File: src/rtl/tdc_capture.sv
// Two-flop sampled delay-line TDC with coarse cycle counter and valid/ready result.
// Optional TDC_BUBBLE_FIX_EN: majority-of-3 bubble filter before the tap count.
module delay_line #(
    parameter int    N       = 32,
    parameter string DL_TYPE = "rca"
) (
    input  logic         din,
    output logic [N-1:0] taps
);

    generate
        if (DL_TYPE == "rca") begin : g_rca
            for (genvar i = 0; i < N; i++) begin : g_stage
                logic c;
                if (i == 0) begin : g_first
                    assign c = din;
                end else begin : g_next
                    assign c = g_stage[i-1].c & din;
                end
                assign taps[i] = c;
            end
        end else begin : g_fanout
            assign taps = {N{din}};
        end
    endgenerate

endmodule

module tdc_capture #(
    parameter int    N        = 32,
    parameter string DL_TYPE  = "rca",
    parameter int    COARSE_W = 4,
    localparam int   FINE_W   = $clog2(N + 1)
) (
    input  logic                clk,
    input  logic                rst_n,
    input  logic                hit,
    input  logic                start,
    input  logic                ready,
    output logic                busy,
    output logic                valid,
    output logic [FINE_W-1:0]   fine,
    output logic [COARSE_W-1:0] coarse,
    output logic                overflow,
    output logic                timeout
);

    typedef enum logic [1:0] {
        IDLE,
        ARMED,
        ENCODE,
        DONE
    } state_t;

    state_t state_q, state_d;

    logic [N-1:0]        taps;
    logic [N-1:0]        s1;
    logic [N-1:0]        s2;
    logic [N-1:0]        code_lat;
    logic [COARSE_W-1:0] cnt;
    logic                code_nz;
    logic                cnt_max;
    logic [FINE_W-1:0]   fine_d;

    delay_line #(
        .N       (N),
        .DL_TYPE (DL_TYPE)
    ) u_dl (
        .din  (hit),
        .taps (taps)
    );

    function automatic logic [FINE_W-1:0] popcnt(input logic [N-1:0] v);
        logic [FINE_W-1:0] n;
        n = '0;
        for (int i = 0; i < N; i++) begin
            n = n + FINE_W'(v[i]);
        end
        return n;
    endfunction

    function automatic logic [FINE_W-1:0] msb_pos(input logic [N-1:0] v);
        logic [FINE_W-1:0] n;
        n = '0;
        for (int i = 0; i < N; i++) begin
            if (v[i]) begin
                n = FINE_W'(i + 1);
            end
        end
        return n;
    endfunction

    // Below-line edge reads as set, above-line edge as clear.
    function automatic logic [N-1:0] maj3(input logic [N-1:0] v);
        logic [N+1:0] ext;
        logic [N-1:0] r;
        ext = {1'b0, v, 1'b1};
        for (int i = 0; i < N; i++) begin
            r[i] = (ext[i] & ext[i+1]) | (ext[i] & ext[i+2])
                 | (ext[i+1] & ext[i+2]);
        end
        return r;
    endfunction

`ifdef TDC_BUBBLE_FIX_EN
    assign fine_d = popcnt(maj3(code_lat));
`else
    assign fine_d = msb_pos(code_lat);
`endif

    assign code_nz = |s2;
    assign cnt_max = &cnt;
    assign busy    = (state_q != IDLE);
    assign valid   = (state_q == DONE);

    always_ff @(posedge clk) begin
        if (!rst_n) begin
            s1 <= '0;
            s2 <= '0;
        end else begin
            s1 <= taps;
            s2 <= s1;
        end
    end

    always_ff @(posedge clk) begin
        if (!rst_n) begin
            state_q <= IDLE;
        end else begin
            state_q <= state_d;
        end
    end

    always_comb begin
        state_d = state_q;
        unique case (state_q)
            IDLE: begin
                if (start && !code_nz) begin
                    state_d = ARMED;
                end
            end
            ARMED: begin
                if (code_nz) begin
                    state_d = ENCODE;
                end else if (cnt_max) begin
                    state_d = DONE;
                end
            end
            ENCODE: state_d = DONE;
            DONE: begin
                if (ready) begin
                    state_d = IDLE;
                end
            end
            default: state_d = IDLE;
        endcase
    end

    always_ff @(posedge clk) begin
        if (!rst_n) begin
            cnt      <= '0;
            code_lat <= '0;
            fine     <= '0;
            coarse   <= '0;
            overflow <= 1'b0;
            timeout  <= 1'b0;
        end else begin
            unique case (state_q)
                IDLE: begin
                    cnt <= '0;
                end
                ARMED: begin
                    if (code_nz) begin
                        code_lat <= s2;
                        coarse   <= cnt;
                    end else if (cnt_max) begin
                        coarse  <= cnt;
                        timeout <= 1'b1;
                    end else begin
                        cnt <= cnt + 1'b1;
                    end
                end
                ENCODE: begin
                    fine     <= fine_d;
                    overflow <= (fine_d == FINE_W'(N));
                end
                DONE: begin
                    if (ready) begin
                        cnt      <= '0;
                        code_lat <= '0;
                        fine     <= '0;
                        coarse   <= '0;
                        overflow <= 1'b0;
                        timeout  <= 1'b0;
                    end
                end
                default: begin
                    cnt <= '0;
                end
            endcase
        end
    end

endmodule

File: config.mk
export PLATFORM = sky130hd
export DESIGN_NAME = tdc_capture
export DESIGN_NICKNAME = d
export VERILOG_FILES = /design/src/rtl/tdc_capture.sv
export SDC_FILE = /design/constraint.sdc
export NUM_CORES = 1
export LEC_CHECK = 0
export CAP_MARGIN = 20
export CORE_UTILIZATION = 45
export CTS_CLUSTER_DIAMETER = 120
export CTS_CLUSTER_SIZE = 25
export DETAILED_ROUTE_END_ITERATION = 7
export GPL_ROUTABILITY_DRIVEN = 0
export PLACE_DENSITY = 0.73
export RECOVER_POWER = 50
export SLEW_MARGIN = 20
export SYNTH_ARGS = -nofsm -noshare
export SYNTH_HDL_FRONTEND = slang
export SYNTH_SLANG_ARGS = --single-unit
File: constraint.sdc
create_clock -name clk -period 1.8 [get_ports clk]
set_input_delay 0.27 -clock clk [delete_from_list [all_inputs] [get_ports clk]]
set_output_delay 0.27 -clock clk [all_outputs]
set_load 0.1 [all_outputs]
==> flow_summary.toml, run 1 <==
[clocking]
cts.path.max_buffers = 2
ctsHtreeMaxLevel = 1
clkLatencyLatePin_ns = 0.28
ctsHoldBuffers = 0
post_cts_buffers = 0
cts_buffers = 3
clk_pin_slew_worst_paths_ns = 0.09
cts_tree = "yes"
cts-resized-gates = 0
cts.sink_count = 15
root_buffer = "clkbuf_4"

[pwr]
leakagePower_nw = 0.383
ir_drop_uv = 1550
p_per_area_mw_per_mm2 = 1440

[detailed_routing]
vias_per_cell = 5.07
ant_nets = 0
route.detailed.drc = 0
vias = 694
firstDrtPassIters = 4
wl_per_cell_um = 11.7
drt-total-wl_um = 1600
first_iter_violations = 12

[status]
outcome = "complete, no violations"

[sta]
fmax_mhz = 601
min_period_over_period = 0.924
finalMaxSlewViolations = 0
fin_ws_ns = 0.137
layout_min_cycle_time_ns = 1.66
tns_ns = 0
fin_skew_ns = 0.00461
slew-limit-headroom = 0.641
hold_viol = 0
grt_setup_unrepaired = "no"
setup_violations = 0
worst_pin_slew_ns = 0.540

[setup_path]
crit-reg2reg-launch = "state_q[1]"
r2r_cells = 6
r2r-end = "cnt[1]"
rrSetupSlack_ns = 0.14
cp.required_ns = 1.53
startpoint_type = "flip-flop"
end_kind = "output port"
cp.arrival_ns = 1.39
worstPathMaxFanout = 5
crit_type = "reg2out"

[yosys]
synth-main-ff-cell = "dfxtp_1"
yosysMostFrequentCell = "dfxtp_1"
synth.distinct_cells = 34
synth_top_area_share = 0.357
synth_area_leader_cell = "dfxtp_1"
synth-edff-count = 0
yosysSeqAreaShare = 0.357
syn_area_per_cell_um2 = 8.67
synth.area.top_cells = "dfxtp_1, ha_1, nand2_1"
yosysWarnings = 0
ys_seq_elements = 15
async_reset_ff_frac = 0
postSynthCellCount = 97
synth.cells.most_frequent = "dfxtp_1, nand2_1, o21ai_0"
netlist_area_um2 = 841

[floorplanning]
dieArea_mm2 = 0.00205
die_x_um = 45.2
core_mm2 = 0.00175
start_util = 0.482
rows = 15
pin_count = 19
die_h_um = 45.2

[layout]
drive_gt1_frac = 0.179
nets = 124
n_antenna_cell = 0
syn_to_final_growth_pct = 18.9

[hold_path]
worstHoldPathType = "reg2reg"
hold_start = "s1[0]"
min_to = "s2[0]"
whs_path_depth = 1

[global_routing]
grt_pass1_vias = 615
grt_usage = 0.186
grt.overflow.total = 0
grt_pass1_wl_um = 2720
grt_start_max_net_pins = 12
antenna_found_initial = 0

[placement]
io_buffers = 13
place_ws_ns = 0.157
hpwl_um = 1230

[run]
cap_violations = 0
power breakdown:
group          leakage [nW]  internal, mW  total, mW  switching [mW]
clock                0.0177        0.0825      0.195           0.112
sequential            0.122         0.369      0.416          0.0470
combinational         0.243         0.285      0.825           0.539
total                 0.383         0.737       1.44           0.698
worst max-delay path: stages (launching register included):
cell,delay (ns)
dfxtp_1,0.43
inv_1,0.15
ha_1,0.26
inv_1,0.10
buf_12,0.18
metal layers:
metal / vias to the layer above / track usage / wire length, um
li1: 369 / - / -
met1: 308 / 0.259 / 801
met2: 15 / 0.281 / 727
met3: 2 / 0.0240 / 52
met4: 0 / 0.0909 / 16
met5: - / 0 / 0
state kept, by name, summed over array words and instances, names as in the netlist:
name and count:
state_q 2, s2 1, code_lat 1, s1 1, timeout 1, fine 1, cnt 4, coarse 4
cell type report:
class                   instances  area (um^2)
multi-input cells              74          499
inverters                       4         15.0
fillers                       171          746
repair buffers                 15          126
well taps                      25         31.3
clock inverters                 1         5.00
flip-flops and latches         15          300
clock buffers                   3         22.5
cells in the final DEF, fill, tap and decap left out, drive strengths merged:
master | netlist | final
conb | 1 | 5
a221oi | 2 | 2
or3 | 2 | 2
a31oi | 1 | 1
clkinv | 0 | 1
nor3b | 1 | 1
clkdlybuf4s50 | 0 | 4
inv | 4 | 4
or2b | 1 | 1
nand3 | 2 | 2
buf | 7 | 3
nor2 | 3 | 3
a21oi | 8 | 8
dfxtp | 15 | 15
nor4b | 1 | 1
mux2i | 1 | 1
and2b | 1 | 1
o211ai | 3 | 3
nor2b | 2 | 2
o31ai | 1 | 1
o31a | 1 | 1
nor3 | 1 | 1
nand4b | 4 | 4
a22oi | 1 | 1
nand2b | 1 | 1
ha | 6 | 6
nand3b | 1 | 1
and2 | 2 | 2
o21a | 1 | 1
clkbuf | 1 | 11
nand2 | 14 | 14
o21ai | 8 | 8
worst max-delay path by stage:
stage	depth (start not counted)	startpoint	endpoint	slack (ns)
6_report	4	state_q[0]	busy	0.14
5_1_grt	6	state_q[1]	cnt[3]	0.003
4_1_cts	4	state_q[0]	busy	0.13
3_5_place_dp	6	state_q[1]	cnt[1]	0.16
3_3_place_gp	6	ready	state_q[0]	0.18
2_1_floorplan	1	fine[5]	fine[5]	0.16
cell families (layout without fill, tap and decap cells):
logic type | count (synthesis) | in the layout | synth area share
other | 1 | 5 | 0.00446
and+or+nand+nor | 36 | 36 | 0.240
adders and majority gates | 6 | 6 | 0.0893
muxes | 1 | 1 | 0.0119
buffers and inverters | 12 | 23 | 0.0818
AOI/OAI and AO/OA | 26 | 26 | 0.216
DFF | 15 | 15 | 0.357
per-stage QoR:
stage | hold WS, ns | cell area (um^2) | power, mW | cells | util
finish | 0.444 | 1000 | 1.44 | 137 | 0.573
CTS | 0.446 | 1020 | 1.44 | 137 | 0.585
global route | 0.475 | 1000 | 1.52 | 137 | 0.573
floorplan | 0.397 | 868 | 1.05 | 101 | -
global placement | 0.417 | 993 | 1.24 | 133 | 0.569
detailed placement | 0.420 | 993 | 1.25 | 133 | 0.569
Note: power is estimated with default switching activity, not from simulation.
==> run 2: changes to the inputs <==
--- a/config.mk
+++ b/config.mk
@@ -11,6 +11,7 @@
 export CTS_CLUSTER_SIZE = 25
 export DETAILED_ROUTE_END_ITERATION = 7
 export GPL_ROUTABILITY_DRIVEN = 0
+export MAX_ROUTING_LAYER = met4
 export PLACE_DENSITY = 0.73
 export RECOVER_POWER = 50
 export SLEW_MARGIN = 20
==> flow_summary.toml, run 2 (synthesized netlist as in run 1, its figures left out) <==
[setup_path]
r2r_cells = 6
startpoint_type = "flip-flop"
crit-reg2reg-launch = "state_q[1]"
path_cells = "inv_1 > ha_1 > and2b_4 > nand2_2 > or3_1 > a21oi_1"
end_kind = "flip-flop"
cp.buffers_inverters = 1
crit_path_max_incr_delay_ns = 0.37
cpMaxStageDelayCell = "dfxtp_1"
r2r-end = "cnt[1]"
rrSetupSlack_ns = 0.13
worstPathMaxFanout = 8
crit_type = "reg2reg"
path_delay_family = "simple AND/OR/NAND/NOR gates"
cp.required_ns = 2.03
cp.arrival_ns = 1.90

[layout]
fin_cells = 137
mostFrequentLayoutCell = "dfxtp_1"
reg_top3 = "cnt: 4 flops, coarse: 4 flops, state_q: 2 flops"
syn_to_final_growth_pct = 18.9
nets = 124
final_cell_mix = "dfxtp_1, nand2_1, o21ai_0"
drive_gt1_frac = 0.179
n_antenna_cell = 0

[pwr]
ir_drop_uv = 1560
internal_power_mw = 0.738
pwr-share-comb = 0.574
leakagePower_nw = 0.383
p_per_area_mw_per_mm2 = 1440
p_sw_frac = 0.487
switchingPower_mw = 0.701
clkPwrFrac = 0.137
p_seq_frac = 0.289

[floorplanning]
core_mm2 = 0.00175
start_util = 0.482
die_h_um = 45.2
rows = 15
pin_count = 19
dieArea_mm2 = 0.00205
die_x_um = 45.2

[sta]
grt_setup_unrepaired = "no"
layout_min_cycle_time_ns = 1.67
setup_violations = 0
hold_viol = 0
slew-limit-headroom = 0.641
fmax_mhz = 599
finalMaxSlewViolations = 0
min_period_over_period = 0.928
worst_pin_slew_ns = 0.540
fin_skew_ns = 0.00511
tns_ns = 0

[global_routing]
grt_usage = 0.192
grt_start_max_net_pins = 12
grt_pass1_wl_um = 2710
antenna_found_initial = 0
grt.overflow.total = 0
grt_pass1_vias = 615

[detailed_routing]
firstDrtPassIters = 5
vias = 697
drt-total-wl_um = 1590
vias_per_cell = 5.09
ant_nets = 0
first_iter_violations = 12
wl_per_cell_um = 11.6
route.detailed.drc = 0

[clocking]
ctsHtreeMaxLevel = 1
cts_buffers = 3
post_cts_buffers = 0
clk_pin_slew_worst_paths_ns = 0.10
cts.path.max_buffers = 2
cts-resized-gates = 0
cts.sink_count = 15
cts_tree = "yes"
root_buffer = "clkbuf_4"
ctsHoldBuffers = 0
clkLatencyLatePin_ns = 0.29

[hold_path]
worstHoldPathType = "reg2reg"
whs_path_depth = 1
hold_start = "s1[0]"
min_to = "s2[0]"

[run]
cap_violations = 0

[placement]
hpwl_um = 1230
io_buffers = 13
dp_cells = 133

[status]
outcome = "complete, no violations"
run 2: final cells by class:
class,count,area (um^2)
Timing Repair Buffer,15,126
Inverter,4,15.0
Fill cell,171,746
Clock inverter,1,5.00
Tap cell,25,31.3
Sequential cell,15,300
Clock buffer,3,22.5
Multi-Input combinational cell,74,499
run 2: how the worst max path moves through the flow:
| stage | start | endpoint | slack, ns | depth (start not counted) |
|---|---|---|---|---|
| final | state_q[1] | cnt[1] | 0.13 | 6 |
| after global routing | state_q[1] | cnt[3] | 0.003 | 6 |
| after CTS | state_q[0] | busy | 0.13 | 4 |
| after detailed placement | state_q[1] | cnt[1] | 0.16 | 6 |
| after global placement | ready | state_q[0] | 0.18 | 6 |
| after floorplan | fine[5] | fine[5] | 0.16 | 1 |
run 2: through the flow:
| step | utilization | setup slack (ns) | total power, mW | hold WS (ns) | area, um^2 |
|---|---|---|---|---|---|
| after detailed placement | 0.569 | 0.157 | 1.25 | 0.420 | 993 |
| after global routing | 0.573 | 0.00309 | 1.52 | 0.475 | 1000 |
| after CTS | 0.585 | 0.128 | 1.44 | 0.446 | 1020 |
| after floorplan | - | 0.162 | 1.05 | 0.397 | 868 |
| after global placement | 0.569 | 0.181 | 1.24 | 0.417 | 993 |
| final | 0.573 | 0.130 | 1.44 | 0.444 | 1000 |
run 2: routing by layer:
metal	track usage	part of all wire	routed length, um	vias up
met5	-	0	0	-
met4	0.0909	0.019	31	0
met3	0.0240	0.026	42	6
met2	0.281	0.45	714	13
met1	0.259	0.50	803	309
li1	-	-	-	369
run 2: power by group through the flow:
stage | combinational (mW) | sequential (mW) | clock [mW]
6_report | 0.826 | 0.416 | 0.197
5_1_grt | 0.887 | 0.420 | 0.217
4_1_cts | 0.825 | 0.416 | 0.201
3_5_place_dp | 0.823 | 0.424 | 0
3_3_place_gp | 0.817 | 0.421 | 0
2_1_floorplan | 0.615 | 0.435 | 0
==> run 3: changes to the inputs <==
--- a/config.mk
+++ b/config.mk
@@ -6,13 +6,14 @@
 export NUM_CORES = 1
 export LEC_CHECK = 0
 export CAP_MARGIN = 20
-export CORE_UTILIZATION = 45
+export CORE_MARGIN = 2
+export CORE_UTILIZATION = 28
 export CTS_CLUSTER_DIAMETER = 120
 export CTS_CLUSTER_SIZE = 25
 export DETAILED_ROUTE_END_ITERATION = 7
 export GPL_ROUTABILITY_DRIVEN = 0
+export HOLD_SLACK_MARGIN = 0.03
 export MAX_ROUTING_LAYER = met4
-export PLACE_DENSITY = 0.73
 export RECOVER_POWER = 50
 export SLEW_MARGIN = 20
 export SYNTH_ARGS = -nofsm -noshare
==> flow_summary.toml, run 3 (synthesized netlist as in run 1, its figures left out) <==
[clocking]
ctsHoldBuffers = 0
clk_pin_slew_worst_paths_ns = 0.10
cts-resized-gates = 0
cts.sink_count = 15
ctsHtreeMaxLevel = 1
post_cts_buffers = 0
clkLatencyLatePin_ns = 0.29
root_buffer = "clkbuf_4"
cts_tree = "yes"
cts_buffers = 3
cts.path.max_buffers = 2

[global_routing]
grt.overflow.total = 0
grt_pass1_vias = 601
grt_usage = 0.107
grt_start_max_net_pins = 13
grt_pass1_wl_um = 2700
antenna_found_initial = 0

[detailed_routing]
drt-total-wl_um = 1660
first_iter_violations = 13
vias_per_cell = 4.92
route.detailed.drc = 0
wl_per_cell_um = 11.6
vias = 703
firstDrtPassIters = 4
ant_nets = 0

[sta]
grt_setup_unrepaired = "no"
setup_violations = 0
fin_skew_ns = 0.00822
fin_ws_ns = 0.117
slew-limit-headroom = 0.638
holdWs_ns = 0.445
min_period_over_period = 0.935
hold_viol = 0
finalMaxSlewViolations = 0
tns_ns = 0
layout_min_cycle_time_ns = 1.68
worst_pin_slew_ns = 0.545
fmax_mhz = 594

[layout]
fin_cells = 143
drive_gt1_frac = 0.188
n_antenna_cell = 0
mostFrequentLayoutCell = "dfxtp_1"
multiInputGateArea_um2 = 499
nets = 124
syn_to_final_growth_pct = 20.2
fillerInstances = 301
seq_area_um2 = 300
final_cell_mix = "dfxtp_1, nand2_1, o21ai_0"
fin_area_mm2 = 0.00101
reg_top3 = "cnt: 4 flops, coarse: 4 flops, state_q: 2 flops"

[setup_path]
crit-reg2reg-launch = "state_q[1]"
path_delay_family = "simple AND/OR/NAND/NOR gates"
critPathLaunch = "state_q[1]"
cp.required_ns = 2.02
startpoint_type = "flip-flop"
crit_type = "reg2reg"
cpMaxStageDelayCell = "dfxtp_1"
end_kind = "flip-flop"
crit_path_max_incr_delay_ns = 0.38
cp.buffers_inverters = 1
path_cells = "inv_1 > ha_1 > and2b_4 > nand2_2 > or3_1 > a21oi_1"
cp.arrival_ns = 1.90
worstPathMaxFanout = 8

[placement]
dp_cells = 139
io_buffers = 13
place_ws_ns = 0.158
place_area_mm2 = 0.00101
hpwl_um = 1250

[hold_path]
hold_start = "s1[0]"
worstHoldPathType = "reg2reg"

[pwr]
leakagePower_nw = 0.388
p_per_area_mw_per_mm2 = 1430
ir_drop_uv = 1060

[floorplanning]
die_x_um = 58.8
start_util = 0.300
rows = 19
core_mm2 = 0.00281
dieArea_mm2 = 0.00346
pin_count = 19
die_h_um = 58.8

[status]
outcome = "complete, no violations"

[run]
cap_violations = 0
-- run 3: cell count changes in the layout (fill, tap and decap cells not counted) --
cell / delta
clkbuf_1: -1
clkdlybuf4s50_1: -1
and2_1: +1
dlygate4sd3_1: +1
buf_4: +1
and2_0: -1
-- run 3: per-layer routing --
layer / GRT usage / wire [um] / vias to the layer above
met1: 0.130 / 807 / 319
met5: - / 0 / -
met3: 0.0220 / 72 / 4
met2: 0.160 / 738 / 15
li1: - / - / 365
met4: 0.0682 / 40 / 0
-- run 3: through the flow --
step / power [mW] / util
floorplan: 1.05 / -
global placement: 1.24 / 0.361
detailed placement: 1.25 / 0.361
CTS: 1.45 / 0.371
global route: 1.53 / 0.360
finish: 1.44 / 0.360
-- run 3: layout make-up --
| type | count | area share |
|---|---|---|
| clock buffer | 3 | 0.0223 |
| clock inverter | 1 | 0.00495 |
| timing repair buffer | 15 | 0.129 |
| tap | 31 | 0.0384 |
| sequential | 15 | 0.297 |
| multi-input combinational | 74 | 0.494 |
| inverter | 4 | 0.0149 |
-- run 3: path summary, 6_finish.rpt --
kind	to	slack, ns	cells after the start
hold / removal	s2[0]	0.44	1
setup reg to reg	cnt[1]	0.12	6
setup / recovery	cnt[1]	0.12	6
hold reg to reg	s2[0]	0.44	1
-- run 3: report_power, final --
part / switching, mW / internal [mW] / total [mW] / leakage, nW
Sequential: 0.0461 / 0.369 / 0.415 / 0.122
Clock: 0.114 / 0.0826 / 0.197 / 0.0177
Combinational: 0.541 / 0.288 / 0.829 / 0.248
